<file path="config.mk">
export PLATFORM = sky130hd
export DESIGN_NAME = cpu_run_ctrl
export DESIGN_NICKNAME = d
export VERILOG_FILES = /design/src/rtl/cpu_run_pkg.sv /design/src/rtl/cpu_run_ctrl_clk_en_divider.sv /design/src/rtl/cpu_run_ctrl.sv
export SDC_FILE = /design/constraint.sdc
export NUM_CORES = 1
export LEC_CHECK = 0
export BUFFER_PORTS_ARGS = -buffer_cell sky130_fd_sc_hd__buf_2
export CAP_MARGIN = 5
export CORE_UTILIZATION = 43
export DETAILED_ROUTE_END_ITERATION = 16
export GPL_TIMING_DRIVEN = 0
export HOLD_SLACK_MARGIN = 0.12
export PLACE_DENSITY = 0.76
export SLEW_MARGIN = 20
export SYNTH_ARGS = -nofsm -noshare
export SYNTH_HDL_FRONTEND = slang
export SYNTH_SLANG_ARGS = --single-unit
</file>
<file path="constraint.sdc">
create_clock -name clk -period 2.1 [get_ports clk]
set_input_delay 0.42 -clock clk [delete_from_list [all_inputs] [get_ports clk]]
set_output_delay 0.42 -clock clk [all_outputs]
set_load 0.02 [all_outputs]
</file>
<file path="src/rtl/cpu_run_pkg.sv">
// Shared types and reset values for the CPU run-state controller.
// Imported by clk_en_divider and cpu_run_ctrl.
package cpu_run_pkg;

    typedef enum logic [1:0] {
        RUN   = 2'd0,
        SLEEP = 2'd1,
        HALT  = 2'd2
    } run_state_t;

    localparam run_state_t RST_STATE  = RUN;
    localparam logic       RST_CLK_EN = 1'b1;

endpackage

</file>
<file path="src/rtl/cpu_run_ctrl_clk_en_divider.sv">
// Free-running divider producing the pipeline stage enable pulse.
// clk_en is high one clk out of every (clock_divider + 1).
module clk_en_divider
    import cpu_run_pkg::*;
#(
    parameter int unsigned DIV_W = 32
) (
    input  logic             clk,
    input  logic             rst,
    input  logic [DIV_W-1:0] clock_divider,
    output logic             clk_en
);

    logic [DIV_W-1:0] cnt;

    // Unsigned >= so that lowering clock_divider below cnt ends the period at once.
    always_ff @(posedge clk) begin
        if (rst) begin
            cnt    <= '0;
            clk_en <= RST_CLK_EN;
        end else if (cnt >= clock_divider) begin
            cnt    <= '0;
            clk_en <= 1'b1;
        end else begin
            cnt    <= cnt + DIV_W'(1);
            clk_en <= 1'b0;
        end
    end

endmodule

</file>
<file path="src/rtl/cpu_run_ctrl.sv">
// Run-state controller: RUN/SLEEP/HALT, pipeline freeze, sleep-PC capture, wake tracking.
// Optional sleep self-wake timer enabled by defining CPU_RUN_CTRL_WAKE_TMR_EN.
module cpu_run_ctrl
    import cpu_run_pkg::*;
#(
    parameter int unsigned NUM_IRQ    = 16,
    parameter int unsigned DIV_W      = 32,
    parameter int unsigned PC_W       = 32,
    parameter int unsigned WAKE_TMR_W = 24
) (
    input  logic                  clk,
    input  logic                  rst,
    input  logic [DIV_W-1:0]      clock_divider,
    output logic                  clk_en,
    input  logic [NUM_IRQ-1:0]    irq_state,
    input  logic [NUM_IRQ-1:0]    wake_mask,
    input  logic                  exec_sleep,
    input  logic [PC_W-1:0]       exec_sleep_pc,
    input  logic                  wb_halt,
    input  logic                  irq_taken,
    input  logic [WAKE_TMR_W-1:0] sleep_timeout,
    output logic                  stall_pipe,
    output logic                  halted,
    output logic                  sleeping,
    output logic [PC_W-1:0]       sleep_pc,
    output logic                  wake_pending,
    output logic                  wake_timeout
);

    run_state_t      state, state_n;
    logic [PC_W-1:0] sleep_pc_n;
    logic            wake_pending_n;
    logic            wake;
    logic            irq_wake;

    clk_en_divider #(
        .DIV_W(DIV_W)
    ) u_div (
        .clk          (clk),
        .rst          (rst),
        .clock_divider(clock_divider),
        .clk_en       (clk_en)
    );

    assign wake = |(irq_state & wake_mask);

`ifdef CPU_RUN_CTRL_WAKE_TMR_EN
    logic [WAKE_TMR_W-1:0] tmr, tmr_n;
    logic                  wake_timeout_n;
`else
    logic unused_sleep_timeout;
    assign unused_sleep_timeout = ^sleep_timeout;
    assign wake_timeout         = 1'b0;
`endif

    always_comb begin
        state_n        = state;
        sleep_pc_n     = sleep_pc;
        wake_pending_n = wake_pending;
        irq_wake       = 1'b0;
`ifdef CPU_RUN_CTRL_WAKE_TMR_EN
        tmr_n          = tmr;
        wake_timeout_n = wake_timeout;
`endif
        if (clk_en) begin
`ifdef CPU_RUN_CTRL_WAKE_TMR_EN
            wake_timeout_n = 1'b0;
`endif
            unique case (state)
                RUN: begin
                    if (wb_halt) begin
                        state_n = HALT;
                    end else if (exec_sleep) begin
                        state_n    = SLEEP;
                        sleep_pc_n = exec_sleep_pc;
`ifdef CPU_RUN_CTRL_WAKE_TMR_EN
                        tmr_n      = sleep_timeout;
`endif
                    end
                end
                SLEEP: begin
                    // An irq wake in the same enable as the timer expiring takes precedence.
                    if (wake) begin
                        state_n  = RUN;
                        irq_wake = 1'b1;
                    end
`ifdef CPU_RUN_CTRL_WAKE_TMR_EN
                    else if (tmr != '0) begin
                        tmr_n = tmr - WAKE_TMR_W'(1);
                        if (tmr == WAKE_TMR_W'(1)) begin
                            state_n        = RUN;
                            wake_timeout_n = 1'b1;
                        end
                    end
`endif
                end
                default: ;
            endcase

            if (irq_taken) begin
                wake_pending_n = 1'b0;
            end else if (irq_wake) begin
                wake_pending_n = 1'b1;
            end
        end
    end

    always_ff @(posedge clk) begin
        if (rst) begin
            state        <= RST_STATE;
            sleep_pc     <= '0;
            wake_pending <= 1'b0;
        end else begin
            state        <= state_n;
            sleep_pc     <= sleep_pc_n;
            wake_pending <= wake_pending_n;
        end
    end

`ifdef CPU_RUN_CTRL_WAKE_TMR_EN
    always_ff @(posedge clk) begin
        if (rst) begin
            tmr          <= '0;
            wake_timeout <= 1'b0;
        end else begin
            tmr          <= tmr_n;
            wake_timeout <= wake_timeout_n;
        end
    end
`endif

    assign sleeping   = (state == SLEEP);
    assign halted     = (state == HALT);
    assign stall_pipe = (state != RUN);

endmodule
</file>
-- Word level (Yosys, flattened, before mapping)
Cells that the tools add are included.
- register bits: 68
- output and inout port bits: 38
- logic and storage cells: 32
- muxes and demuxes: 10
- $add $sub $neg: 1
- reductions and logical operators: 9
- eq/ne operators: 4
- bitwise operators: 2
- order comparisons: 1
- operators by type and width (kind ; number):
    adder 32 x 1 -> 32 bit (second input constant) ; 1
    >= comparator 32 bit ; 1
    AND 16 bit ; 1
    OR reduction 16 bit ; 1
    AND reduction 4 bit ; 2
    2-to-1 mux 1 bit ; 6
    2-to-1 mux 2 bit ; 3
    nonzero test 2 bit ; 3
    one-hot mux 2 bit (2 select lines) ; 1
    != test 3 bit (second input constant) ; 1
    equality test 2 x 1 -> 1 bit (second input constant) ; 1
    equality test 2 bit (second input constant) ; 1
    zero test 2 bit ; 1
    != test 2 x 1 -> 1 bit (second input constant) ; 1
    AND reduction 2 bit ; 1
    OR reduction 2 bit ; 1
    inverter 1 bit ; 1

-- Depth between registers and ports, before layout
- depth after elaboration: 7
- depth in mapped cells: 8
- gate-level depth less buffers: 7

-- Hierarchy
From an unflattened synthesis, not the netlist that was laid out.
- cell total of the unflattened synthesis: 462
- area total of the unflattened synthesis: 3955.0 um^2
- by module, submodules not included (module ; instances ; cells each ; area each (um^2) ; sequential area each (um^2)):
    clk_en_divider ; 1 ; 294 ; 2578.7 ; 660.6
    cpu_run_ctrl ; 1 ; 168 ; 1376.3 ; 700.7

-- Worst setup path before layout
OpenSTA, ideal clock, no wires.
- kind: input to register
- from: in clock_divider[15]
- to: reg u_div.cnt[22]
- required time: 1.967 ns
- buffers on the path: 1
- library setup time: 0.133 ns
- arrival time: 2.003 ns
- setup slack: -0.036 ns
- stages on the path: 8
- cell sequence: inv_1 > ha_1 > nand4_1 > nor3_2 > or4b_1 > a31oi_4 > buf_6 > nor3_1
- word-level cells in the longest chain between the ends: 2
- RTL lines (what ; line ; RTL):
    start: declaration ; cpu_run_ctrl.sv:13 ; input logic [DIV_W-1:0] clock_divider,
    >= comparator 32 bit ; cpu_run_ctrl_clk_en_divider.sv:21 ; end else if (cnt >= clock_divider) begin
    OR reduction 2 bit (no source line) ; n/a ;
    end signal: assignment ; cpu_run_ctrl_clk_en_divider.sv:25 ; cnt <= cnt + DIV_W'(1);
    end: declaration ; cpu_run_ctrl_clk_en_divider.sv:14 ; logic [DIV_W-1:0] cnt;
Every way passes these cells.
A chain may end at the register's enable or synchronous reset.

-- Worst setup path after layout
- from: reg u_div.cnt[29]
- to: reg u_div.cnt[16]
- word-level cells in the longest chain between the ends: 2
- RTL lines (what ; line):
    >= comparator 32 bit ; cpu_run_ctrl_clk_en_divider.sv:21
    OR reduction 2 bit (no source line) ; n/a
Every way passes these cells.

==> flow_metrics.py <==
metrics = {
    "outcome": {
        "run_status": "complete, but fails checks",
        "violations": "setup timing",
    },
    "routing": {
        "vias": 3724,
        "highest_layer": "met4",
        "drtPass1Iterations": 4,
        "routed_wl_um": 9958,
        "vias_per_cell": 5.165,
        "met1_length_um": 4094,
        "dr_wl_met2_um": 5117,
        "wl_per_cell_um": 13.81,
        "drtAntennaViolNets": 0,
        "initialDrtViolationCount": 104,
        "drc": 0,
        "met3_length_um": 595,
    },
    "global_route": {
        "grt_antenna_before_repair": 0,
        "grt_use_total_pct": 22.57,
        "grt_pass1_vias": 3566,
        "grt_max_degree": 13,
        "overflow": 0,
        "grt_pass1_wl_um": 15840,
    },
    "power": {
        "p_leak_nw": 2.227,
        "ir_drop_uv": 483.9,
        "powerDensity_nw_per_um2": 589.7,
        "swShare_pct": 24.20,
        "combPwrFrac_pct": 11.5,
        "seqPwrFrac_pct": 44.8,
        "p_switching_uw": 719.6,
        "internal_power_mw": 2.254,
        "clkPwrFrac_pct": 43.7,
    },
    "clock_tree": {
        "cts_tree": "done",
        "cts_made_buffers": 9,
        "cts_max_level": 3,
        "ctsHoldBuffers": 0,
        "cts_root_buf": "clkbuf_8",
        "clock_sinks": 68,
        "cts_buffer_depth": 2,
        "cts.clk_slew.worst_paths_ns": 0.08,
        "clk_latency_ns": 0.34,
    },
    "timing": {
        "period_share_pct": 102.1,
        "setup_ws_ns": -0.04512,
        "final.setup.tns_ns": -0.6892,
        "setup_violations": 25,
        "tightest_slew_ns": 0.6927,
        "hold_violations": 0,
        "finalCriticalPeriod_ns": 2.145,
        "fmax_mhz": 466.2,
        "clock_skew_ns": 0.01159,
        "drv_slew": 0,
        "hold_ws_ns": 0.3067,
        "grt_setup_unrepaired": "true",
        "maxSlewHeadroom_pct": 53.39,
    },
    "floorplan": {
        "die_w_um": 94.15,
        "die_y_um": 94.15,
        "rows": 33,
        "dieArea_sq_um": 8863,
        "initial_core_util_pct": 44.43,
        "pin_count": 163,
        "design.core.area_sq_um": 8217,
    },
    "worst_setup_path": {
        "endpoint_kind": "flip-flop",
        "critPathKind": "flip-flop to flip-flop",
        "crit_fanout": 5,
        "r2r-start": "u_div.cnt[29]$_SDFF_PP0_",
        "cpPeakStageDelay_ns": 0.54,
        "cp-startpoint": "u_div.cnt[29]$_SDFF_PP0_",
        "worstPathArrival_ns": 2.37,
        "cp-start-kind": "flip-flop",
        "critPathSlowestCell": "or4b_4",
        "cp_cell_sequence": "ha_1 > nand4_1 > nor3_1 > or4b_4 > a31oi_4 > buf_12 > buf_8 > nor3_1",
        "path_common_cell": "nor3_1",
        "worst_ep_required_time_ns": 2.32,
    },
    "synth": {
        "synth_top_area_share_pct": 37.29,
        "synthMuxAreaShare_pct": 0,
        "synth_async_sr_flop_share_pct": 0,
        "synth_flop_cell": "dfxtp_1",
        "synth_top_family_by_area": "simple AND/OR/NAND/NOR gates",
        "ys_seq_elements": 68,
        "synthCells": 449,
        "synth.largest_area_cell": "dfxtp_1",
        "syn_nets": 607,
        "synth_warnings": 0,
        "synth_edf_count": 0,
        "synthDistinctLibCells": 41,
        "synth_compound_area_share_pct": 11.45,
        "synthXorXnorAreaFrac_pct": 7.197,
        "synthAdderAreaFrac_pct": 11.31,
        "netlist_area_sq_um": 3651,
        "yosys.area_share.simple_pct": 25.91,
        "syn_area_per_cell_sq_um": 8.131,
        "seq_area_frac_synth_pct": 37.29,
        "ys_top_cells_by_area": "dfxtp_1 (37%), ha_1 (11%), nand2_1 (8.3%), a21oi_1 (6.3%), nor3_1 (5.2%)",
    },
    "placement": {
        "hpwlAfterDp_um": 7279,
        "portBuffers": 136,
        "dp_cells": 690,
        "gp_congestion": 0.8400,
    },
    "layout": {
        "synthToLayoutAreaGrowth_pct": 38.14,
        "final_layout_size_suffix_gt1_share_pct": 36.20,
        "num_antenna_cells": 0,
        "nNetsFinal": 770,
        "final_cells": 721,
    },
    "min_path": {
        "hold_start": "exec_sleep_pc[19]",
        "hp-class": "input port to flip-flop",
    },
    "flow_run": {
        "maxCapViolCount": 0,
    },
}
path summary, 6_finish.rpt:
kind / to / slack, ns / depth (start not counted)
worst max-delay path: u_div.cnt[16]$_SDFF_PP0_ / -0.05 / 8
worst min-delay path: sleep_pc[19]$_SDFFE_PP0P_ / 0.31 / 3
worst max register to register: u_div.cnt[16]$_SDFF_PP0_ / -0.05 / 8
worst min register to register: u_div.cnt[0]$_SDFF_PP0_ / 0.45 / 1
power groups by stage:
stage	combinational [mW]	clock, mW	sequential [mW]
after global placement	0.307	0	1.37
after CTS	0.333	1.33	1.33
after global routing	0.383	1.38	1.33
after detailed placement	0.317	0	1.37
final	0.343	1.30	1.33
after floorplan	0.138	0	1.39
critical path, delay by kind of cell, from the launching register on:
kind,cells,cell delay (ns)
simple gates,4,0.90
buf+inv,2,0.27
fa+ha+maj,1,0.30
compound gates,1,0.22
flops,1,0.35
logic make-up after synthesis:
logic type / count (synthesis)
other cells: 1
xor+xnor: 30
compound gates: 70
simple gates: 189
buf+inv: 58
fa+ha+maj: 33
flops: 68
synthesized netlist by cell type (2+ instances only):
| cell type | number |
|---|---|
| or2_2 | 2 |
| nand3_1 | 15 |
| ha_1 | 33 |
| and4_1 | 5 |
| nor4_2 | 2 |
| a22o_1 | 4 |
| a221oi_1 | 4 |
| o21a_1 | 2 |
| nor2_1 | 11 |
| clkbuf_1 | 14 |
| nand4_1 | 10 |
| or3_1 | 2 |
| and2_1 | 2 |
| xnor2_1 | 20 |
| and3_1 | 3 |
| nor3_2 | 5 |
| nor3_1 | 38 |
| o21ai_0 | 6 |
| a211oi_1 | 2 |
| nor4_1 | 3 |
| or4b_1 | 2 |
| buf_2 | 2 |
| nor2b_1 | 3 |
| xor2_1 | 10 |
| inv_1 | 38 |
| dfxtp_1 | 68 |
| nand2b_1 | 2 |
| buf_6 | 3 |
| nand2_1 | 81 |
| a21oi_1 | 46 |
cells in the final DEF (no fill, tap or decap), types with 7 or more instances in the layout:
master and n:
nand4_1 10, dfxtp_4 7, nor2_1 11, xor2_1 10, clkbuf_1 11, dfxtp_1 53, inv_1 38, xnor2_1 20
clkbuf_8 9, nor3_2 14, nand3_1 15, a21oi_1 46, buf_2 139, dfxtp_2 8, nor3_1 29, nand2_1 81
ha_1 27, buf_4 12
metrics by stage:
step | total power [mW] | util (%) | cell area (sq um) | worst slack (ns)
3_3_place_gp | 1.676 | 54.36 | 4467 | -0.4185
5_1_grt | 3.098 | 61.38 | 5044 | -0.09830
4_1_cts | 2.992 | 60.51 | 4972 | -0.03314
2_1_floorplan | 1.531 | - | 3655 | 0.007397
3_5_place_dp | 1.687 | 54.36 | 4467 | -0.4760
6_report | 2.974 | 61.38 | 5044 | -0.04512
repair_timing:
| action | 4_1_cts | 5_1_grt |
|---|---|---|
| endpoints found under the setup margin | 33 | 31 |
| pin swaps | 16 | 6 |
| gates cloned | 4 | 0 |
| buffers inserted | 7 | 5 |
| gates resized for setup | 43 | 10 |
state kept, by name, summed over array words and instances, names as in the netlist:
signal and flops:
u_div.clk_en 1, state 2, sleep_pc 32, u_div.cnt 32
wake_pending 1
layer usage:
metal | global-route usage (%) | vias to the layer above
met5 | 0 | -
met4 | 6.795 | 0
met3 | 5.421 | 16
met2 | 41.36 | 129
met1 | 25.51 | 1712
li1 | - | 1867
layout make-up:
cell class                 count  area (sq um)
buffer                        20         113.9
clock buffer                   9         123.9
clock inverter                 6         113.9
fill                         722          3173
inverter                      38         142.6
multi-input combinational    324          2202
sequential                    68          1398
tap                          105         131.4
timing repair buffer         151         818.3
(Power assumes the default switching activity.)
